==> src/rtl/odometer_scan_display_pkg.sv <==
// Shared types and 7-segment glyphs for the odometer/trip scanned display.
// Glyph bit order is {a,b,c,d,e,f,g,dp}, active-high.
package odometer_scan_display_pkg;

    typedef logic [3:0] bcd_digit_t;

    localparam int BANK_SPLIT = 4;

    localparam logic [7:0] SEG_0     = 8'hfc;
    localparam logic [7:0] SEG_1     = 8'h60;
    localparam logic [7:0] SEG_2     = 8'hda;
    localparam logic [7:0] SEG_3     = 8'hf2;
    localparam logic [7:0] SEG_4     = 8'h66;
    localparam logic [7:0] SEG_5     = 8'hb6;
    localparam logic [7:0] SEG_6     = 8'hbe;
    localparam logic [7:0] SEG_7     = 8'he0;
    localparam logic [7:0] SEG_8     = 8'hfe;
    localparam logic [7:0] SEG_9     = 8'hf6;
    localparam logic [7:0] SEG_BLANK = 8'h00;
    localparam logic [7:0] SEG_DASH  = 8'h02;

    function automatic logic [7:0] seg_encode(input bcd_digit_t d);
        case (d)
            4'd0:    seg_encode = SEG_0;
            4'd1:    seg_encode = SEG_1;
            4'd2:    seg_encode = SEG_2;
            4'd3:    seg_encode = SEG_3;
            4'd4:    seg_encode = SEG_4;
            4'd5:    seg_encode = SEG_5;
            4'd6:    seg_encode = SEG_6;
            4'd7:    seg_encode = SEG_7;
            4'd8:    seg_encode = SEG_8;
            4'd9:    seg_encode = SEG_9;
            default: seg_encode = SEG_BLANK;
        endcase
    endfunction

endpackage

==> src/rtl/odometer_scan_display_bcd_digit_counter.sv <==
// One decade of a chained BCD counter; digit updates 1 clk after i_inc_in, clear wins over increment.
// Carry out is combinational so a whole chain ripples within one cycle; no backpressure.
module bcd_digit_counter
    import odometer_scan_display_pkg::*;
(
    input  logic       i_clk,
    input  logic       i_rst,
    input  logic       i_clr,
    input  logic       i_inc_in,
    output logic [3:0] o_digit,
    output logic       o_carry_out
);

    bcd_digit_t r_digit;

    always_ff @(posedge i_clk) begin
        if (i_rst || i_clr) begin
            r_digit <= '0;
        end else if (i_inc_in) begin
            r_digit <= (r_digit == 4'd9) ? 4'd0 : r_digit + 4'd1;
        end
    end

    assign o_digit     = r_digit;
    assign o_carry_out = i_inc_in & (r_digit == 4'd9);

endmodule

==> src/rtl/odometer_scan_display.sv <==
// Odometer + trip BCD meters counted on a divided tick, one selected meter scanned onto two segment banks.
// All outputs registered (1 clk after scan index changes); free-running, no backpressure.
module odometer_scan_display
    import odometer_scan_display_pkg::*;
#(
    parameter int NUM_DIGITS = 8,
    parameter int TICK_DIV   = 100_000_000,
    parameter int SCAN_DIV   = 100_000,
    parameter int LZ_BLANK   = 0
) (
    input  logic                  i_clk,
    input  logic                  i_rst,
    input  logic                  i_activate,
    input  logic                  i_moving,
    input  logic                  i_trip_clr,
    input  logic                  i_disp_sel,
    output logic [7:0]            o_seg1,
    output logic [7:0]            o_seg2,
    output logic [NUM_DIGITS-1:0] o_an,
    output logic                  o_odo_wrap
);

    localparam int TW = $clog2(TICK_DIV);
    localparam int SW = $clog2(SCAN_DIV);
    localparam int IW = $clog2(NUM_DIGITS);

    logic [TW-1:0] r_tick_cnt;
    logic          w_tick;

    assign w_tick = (r_tick_cnt == TW'(TICK_DIV - 1));

    always_ff @(posedge i_clk) begin
        if (i_rst || w_tick) begin
            r_tick_cnt <= '0;
        end else begin
            r_tick_cnt <= r_tick_cnt + TW'(1);
        end
    end

    logic                         w_inc;
    logic                         w_odo_clr;
    logic                         w_trip_clr;
    logic [NUM_DIGITS:0]          w_odo_chain;
    logic [NUM_DIGITS:0]          w_trip_chain;
    logic [NUM_DIGITS-1:0][3:0]   w_odo;
    logic [NUM_DIGITS-1:0][3:0]   w_trip;
    logic                         w_unused_trip_wrap;

    // Trip shares the increment; its clear overrides so trip_clr on a tick cycle yields zero.
    assign w_inc           = w_tick & i_moving & i_activate;
    assign w_odo_clr       = ~i_activate;
    assign w_trip_clr      = ~i_activate | i_trip_clr;
    assign w_odo_chain[0]  = w_inc;
    assign w_trip_chain[0] = w_inc;
    assign w_unused_trip_wrap = w_trip_chain[NUM_DIGITS];

    for (genvar g = 0; g < NUM_DIGITS; g++) begin : g_digits
        bcd_digit_counter u_odo (
            .i_clk       (i_clk),
            .i_rst       (i_rst),
            .i_clr       (w_odo_clr),
            .i_inc_in    (w_odo_chain[g]),
            .o_digit     (w_odo[g]),
            .o_carry_out (w_odo_chain[g+1])
        );
        bcd_digit_counter u_trip (
            .i_clk       (i_clk),
            .i_rst       (i_rst),
            .i_clr       (w_trip_clr),
            .i_inc_in    (w_trip_chain[g]),
            .o_digit     (w_trip[g]),
            .o_carry_out (w_trip_chain[g+1])
        );
    end

    logic [SW-1:0] r_scan_cnt;
    logic [IW-1:0] r_scan_idx;

    always_ff @(posedge i_clk) begin
        if (i_rst) begin
            r_scan_cnt <= '0;
            r_scan_idx <= '0;
        end else if (r_scan_cnt == SW'(SCAN_DIV - 1)) begin
            r_scan_cnt <= '0;
            r_scan_idx <= (r_scan_idx == IW'(NUM_DIGITS - 1)) ? '0 : r_scan_idx + IW'(1);
        end else begin
            r_scan_cnt <= r_scan_cnt + SW'(1);
        end
    end

    logic [NUM_DIGITS-1:0][3:0] w_sel;
    logic [4*NUM_DIGITS-1:0]    w_sel_flat;
    logic                       w_upper_zero;
    logic [7:0]                 w_glyph;

    assign w_sel        = i_disp_sel ? w_trip : w_odo;
    assign w_sel_flat   = w_sel;
    // Scanned digit and everything above it are zero: leading-zero candidate.
    assign w_upper_zero = ((w_sel_flat >> {r_scan_idx, 2'b00}) == '0);

    always_comb begin
        w_glyph = seg_encode(w_sel[r_scan_idx]);
        if (LZ_BLANK != 0 && r_scan_idx != '0 && w_upper_zero) begin
            w_glyph = SEG_BLANK;
        end
        if (!i_activate) begin
            w_glyph = SEG_DASH;
        end
    end

    always_ff @(posedge i_clk) begin
        if (i_rst) begin
            o_an       <= NUM_DIGITS'(1);
            o_seg1     <= SEG_BLANK;
            o_seg2     <= SEG_BLANK;
            o_odo_wrap <= 1'b0;
        end else begin
            o_an       <= NUM_DIGITS'(1) << r_scan_idx;
            o_odo_wrap <= w_odo_chain[NUM_DIGITS];
            if (int'(r_scan_idx) < BANK_SPLIT) begin
                o_seg1 <= SEG_BLANK;
                o_seg2 <= w_glyph;
            end else begin
                o_seg1 <= w_glyph;
                o_seg2 <= SEG_BLANK;
            end
        end
    end

endmodule

==> config.mk <==
export PLATFORM = sky130hd
export DESIGN_NAME = odometer_scan_display
export DESIGN_NICKNAME = d
export VERILOG_FILES = /design/src/rtl/odometer_scan_display_pkg.sv /design/src/rtl/odometer_scan_display_bcd_digit_counter.sv /design/src/rtl/odometer_scan_display.sv
export SDC_FILE = /design/constraint.sdc
export NUM_CORES = 1
export LEC_CHECK = 0
export CAP_MARGIN = 25
export CORE_ASPECT_RATIO = 0.5
export CORE_UTILIZATION = 28
export CTS_CLUSTER_DIAMETER = 150
export DETAILED_ROUTE_END_ITERATION = 16
export GPL_TIMING_DRIVEN = 0
export PLACE_DENSITY_LB_ADDON = 0.08
export SETUP_SLACK_MARGIN = 0.2
export SYNTH_ARGS = -nofsm -noshare
export SYNTH_HDL_FRONTEND = slang
export SYNTH_SLANG_ARGS = --single-unit
==> constraint.sdc <==
create_clock -name i_clk -period 6.33 [get_ports i_clk]
set_clock_uncertainty 0.2 [all_clocks]
set_input_delay 1.266 -clock i_clk [delete_from_list [all_inputs] [get_ports i_clk]]
set_output_delay 1.266 -clock i_clk [all_outputs]
set_load 0.02 [all_outputs]
==> flow_summary.ini <==
[min_path]
hp-class = flop to flop
hold_depth = 1

[sta]
hold_viol = 0
fmax_mhz = 258
setup_viol = 0
drv_slew = 0
fin_crit_sh = 0.613
worst_pin_slew_ns = 0.781
rsz0062_at_grt = false
fin_crit_ns = 3.88
slew_headroom = 0.475
finalSetupTns_ns = 0

[pwr]
powerDensity_nw_per_um2 = 245
p_int_mw = 1.51
leakagePower_nw = 2.73
p_total_mw = 1.92
switching_power_mw = 0.406
irDropWorstVdd_uv = 116
power_frac_clock = 0.532
pwr-share-seq = 0.445
combPwrFrac = 0.023
switching_share = 0.212

[grt]
grt_pass1_wl_um = 26900
grt_remaining_overflow = 0
track_usage = 0.148
grt_max_degree = 17
antenna_found_initial = 0
grt_pass1_vias = 5092

[route]
vias = 5266
met2_length_um = 7200
drc = 0
viasPerCell = 4.79
wl_met3_um = 469
wl_met1_um = 8400
ant_nets = 0
drtIter0Drc = 288
first_pass_iters = 4
post_drt_wl_per_cell_um = 14.8
maxUsedRoutingLayer = met4
postRouteWirelength_um = 16300

[cts]
cts_tree = built
h-tree-depth = 4
clk_pin_slew_worst_paths_ns = 0.06
cts-root-buf = clkbuf_16
cts_sinks = 134
hold_buffers = 0
numCtsBuffers = 17
ctsResizeCount = 0
clk_latency_ns = 0.44
post_cts_buffers = 0
cts_buffer_depth = 2

[cells_and_area]
fillers = 2397
drive_gt1_frac = 0.0845
nNetsFinal = 799
final_common_cell = dfxtp_1
area_growth_pct = 19.1
n_antenna_cell = 0
layout_common_cells = dfxtp_1 (134), nor2_1 (105), nand2_1 (56), xor2_1 (42), a21oi_1 (41)

[critical_path]
reg2reg_depth = 11
critPathRequiredTime_ns = 6.46
crit_type = input port to flop
end_kind = flop
critical_path.max_fanout = 10
cp.arrival_ns = 4.00
worst_setup_path_start_kind = input port

[placed_design]
gp_congestion = 0.772
io_buffers = 27
place_hpwl_um = 12100

[yosys]
async_reset_ff_frac = 0
synth_area_um2 = 6570
ys_ff_latch = 134
ys.flop_type = dfxtp_1
syn_area_per_cell_um2 = 8.95
yosysSeqAreaShare = 0.408
syn_inst = 734
synth_edf_count = 0
synth-warning-count = 0
post_synth_num_cell_types = 52

[outcome]
outcome = complete, no violations

[floorplan]
start_util = 0.286
ioPinCount = 31
die_h_um = 110
die_area_um2 = 24100
core_um2 = 22900
rows = 39
die_w_um = 219

[flow_run]
maxCapViolations = 0
[path summary, 6_finish.rpt]
check                                   from                       end  slack, ns
hold / removal      r_tick_cnt[0]$_SDFF_PP0_  r_tick_cnt[0]$_SDFF_PP0_       0.26
hold reg to reg     r_tick_cnt[0]$_SDFF_PP0_  r_tick_cnt[0]$_SDFF_PP0_       0.26
setup / recovery                  i_disp_sel      o_seg2[4]$_SDFF_PP0_       2.45
setup reg to reg  r_scan_idx[0]$_SDFFE_PP0P_      o_seg2[4]$_SDFF_PP0_       2.85
[sequential cells by signal, indices dropped and copies added (netlist names)]
| name | count |
|---|---|
| o_odo_wrap | 1 |
| o_seg2 | 7 |
| r_scan_cnt | 17 |
| g_digits.u_odo.o_digit | 32 |
| r_tick_cnt | 27 |
| r_scan_idx | 3 |
| o_seg1 | 7 |
| o_an | 8 |
| g_digits.u_trip.o_digit | 32 |
[metal layers]
metal  vias up  GRT usage
met5         -          0
met3        16     0.0365
met2        66      0.233
met4         0     0.0689
met1      2515      0.191
li1       2669          -
[through the flow]
step | area (µm²) | cells | setup WS [ns] | hold slack (ns) | utilization
floorplan | 6570 | 735 | 2.56 | 0.226 | -
global placement | 7230 | 1069 | 2.02 | 0.245 | 0.315
detailed placement | 7230 | 1069 | 1.98 | 0.250 | 0.315
CTS | 7830 | 1100 | 2.46 | 0.262 | 0.341
global route | 7830 | 1100 | 2.20 | 0.281 | 0.341
finish | 7830 | 1100 | 2.45 | 0.258 | 0.341
[synthesized netlist by cell type (5+ instances only)]
cell type / count / area (µm²)
a21oi_1: 41 / 205
and2_1: 10 / 62.6
and3_1: 6 / 37.5
and4_1: 6 / 52.6
and4b_1: 9 / 90.1
buf_2: 6 / 30.0
clkbuf_1: 14 / 52.6
dfxtp_1: 134 / 2680
ha_1: 12 / 150
inv_1: 20 / 75.1
mux2i_1: 13 / 130
mux4_2: 16 / 360
nand2_1: 56 / 210
nand2b_1: 5 / 31.3
nand3_1: 33 / 165
nand4_1: 18 / 113
nand4b_1: 5 / 43.8
nor2_1: 105 / 394
nor2b_1: 32 / 200
nor3_1: 12 / 60.1
nor3b_1: 8 / 60.1
nor4_1: 5 / 31.3
nor4bb_1: 6 / 60.1
o21ai_0: 40 / 200
or3_1: 18 / 113
xnor2_1: 23 / 201
xor2_1: 42 / 368
[cells by family (layout without fill, tap and decap cells)]
logic type | Yosys count | count (layout) | synth area share
adders and majority gates | 12 | 12 | 0.0229
other | 1 | 2 | 0.000571
and+or+nand+nor | 354 | 354 | 0.301
DFF | 134 | 134 | 0.408
buffers and inverters | 46 | 104 | 0.0286
AOI/OAI and AO/OA | 90 | 90 | 0.0724
xor gates and xnor gates | 65 | 65 | 0.0866
muxes | 32 | 32 | 0.0798
[power by group through the flow]
stage / logic [mW] / clock network (mW) / registers, mW
finish: 0.0444 / 1.02 / 0.853
global route: 0.0490 / 1.09 / 0.853
CTS: 0.0455 / 1.05 / 0.853
detailed placement: 0.0454 / 0 / 0.871
global placement: 0.0458 / 0 / 0.871
floorplan: 0.0233 / 0 / 0.873
[area by class of cell]
class	count	area, µm²	share of cell area
inverters	21	78.8	0.0101
well taps	307	384	0.0491
clock inverters	9	125	0.0160
multi-input cells	555	3700	0.473
repair buffers	27	270	0.0345
flip-flops and latches	134	2680	0.343
plain buffers	25	109	0.0139
clock buffers	22	474	0.0606
[critical path: stages]
cell and delay [ns]:
buf_2 0.25, buf_2 0.36, mux4_2 0.57, a22oi_1 0.25, nand3_1 0.31, inv_1 0.22
ha_1 0.25, inv_1 0.05, o21ai_0 0.13, o21ai_0 0.27, nor2_1 0.08
No activity file was read; power rests on OpenSTA's default activity.
==> patch, RTL diff (same flow settings) <==
Set the parameter `SCAN_DIV` to 200_000 (it was 100_000).
--- a/src/rtl/odometer_scan_display.sv
+++ b/src/rtl/odometer_scan_display.sv
@@ -7,3 +7,3 @@
     parameter int TICK_DIV   = 100_000_000,
-    parameter int SCAN_DIV   = 100_000,
+    parameter int SCAN_DIV   = 200_000,
     parameter int LZ_BLANK   = 0
Function: no difference found for any inputs over 10 cycles, from zero or initial values and one cycle with i_rst high; that may be too few to reach the edited logic, so the function may still have changed.
==> patch against the original RTL <==
Power rose by 5.3%. Sequential power up 0.7%. Setup slack better by 0.45 ns. Routed wire length rose by 4.5%. Sequential cell count grew 1. Final cell count up 1.2%. Global-route usage about the same. Via count grew 0.74%. Synthesized area rose by 3.0%. Non-clock buffer count grew 7. Design area up 3.1%. Critical path type unchanged. Largest cell class unchanged.
==> patch: results (changes against the original RTL) <==
Status
  – Status: finished clean (unchanged)

Setup path
  – Slowest stage delay, CP: 0.46 ns (was 0.57 ns)
  – Flop-to-flop setup slack: 3.36 ns (was 2.85 ns)
  – Slowest CP cell: nand4_1 (was mux4_2)
  – R2R cell count: 10 (was 11)
  – Critical path origin: i_activate (was i_disp_sel)

Logic synthesis
  – Post-Synth XOR/XNOR Area: 0.0945 (was 0.0867)
  – Synth cell count leaders: dfxtp_1 (135), nor2_1 (121), nand2_1 (51) (was dfxtp_1 (134), nor2_1 (105), nand2_1 (56))
  – Avg Cell Area, Syn: 9.06 sq um (was 8.95 sq um)

Final layout
  – Non-clock buffer instance count of the final layout: 59 (was 52)
  – Layout cell share with drive strength beyond 1: 0.102 (was 0.0845)
  – Area of the multi-input gates: 3830 sq um (was 3700 sq um)
  – Clock buf/inv share: 0.0812 (was 0.0766)
  – Logic inverters: 17 (was 21)
  – Multi-input gates: 563 (was 555)
  – Buffering overhead: 0.0535 (was 0.0484)
  – Fillers: 2402 (was 2397)
  – Flip-flop and latch count: 135 (was 134)
  – Seq/total area: 0.335 (was 0.343)
  – Clock buffer cells: 20 (was 22)

Power and ir drop
  – Psw: 0.000427 W (was 0.000406 W)
  – Leakage: 2.89 nW (was 2.73 nW)
  – Peak supply drop: 0.182 mV (was 0.116 mV)

Route
  – Detail Route met3 WL: 689 um (was 469 um)
  – Met2 wire length: 6.94 mm (was 7.20 mm)
  – Total Routed Length: 17.1 mm (was 16.3 mm)

Placement
  – Final RePlAce weighted congestion: 0.752 (was 0.772)
  – Port buffer count: 26 (was 27)
  – Post-DP HPWL: 12.4 mm (was 12.1 mm)
  – Post-place setup slack: 2.42 ns (was 1.98 ns)

GRT
  – Met1 usage: 0.212 (was 0.191)
  – Grt met2 use: 0.206 (was 0.233)
  – Overall Global Routing Usage: 0.148 (about the same)
  – First-pass GRT wire length: 28.0 mm (was 26.9 mm)

STA
  – Max-slew headroom: 0.461 (was 0.475)

CTS
  – Post_cts resized: 0 (unchanged)
[patch: stage by stage]
step | util | hold slack, ns | cells | power [W]
2_1_floorplan | - | 0.226 | 748 | 0.000906
3_3_place_gp | 0.319 | 0.242 | 1081 | 0.000925
3_5_place_dp | 0.319 | 0.246 | 1081 | 0.000925
4_1_cts | 0.347 | 0.259 | 1113 | 0.00205
5_1_grt | 0.347 | 0.282 | 1113 | 0.00209
6_report | 0.347 | 0.252 | 1113 | 0.00202
[patch: logic make-up after synthesis]
logic type / count (synthesis)
AO/OA/AOI/OAI: 67
XOR/XNOR: 73
adder cells (fa/ha/maj): 12
buffers and inverters: 50
flip-flops: 135
multiplexers: 35
other: 1
AND/OR/NAND/NOR: 374
[patch: power groups by stage]
stage	registers (W)	logic (W)	clock network, W
2_1_floorplan	0.000880	0.0000259	0
6_report	0.000859	0.0000465	0.00111
5_1_grt	0.000859	0.0000516	0.00118
4_1_cts	0.000858	0.0000478	0.00114
3_3_place_gp	0.000877	0.0000481	0
3_5_place_dp	0.000877	0.0000477	0
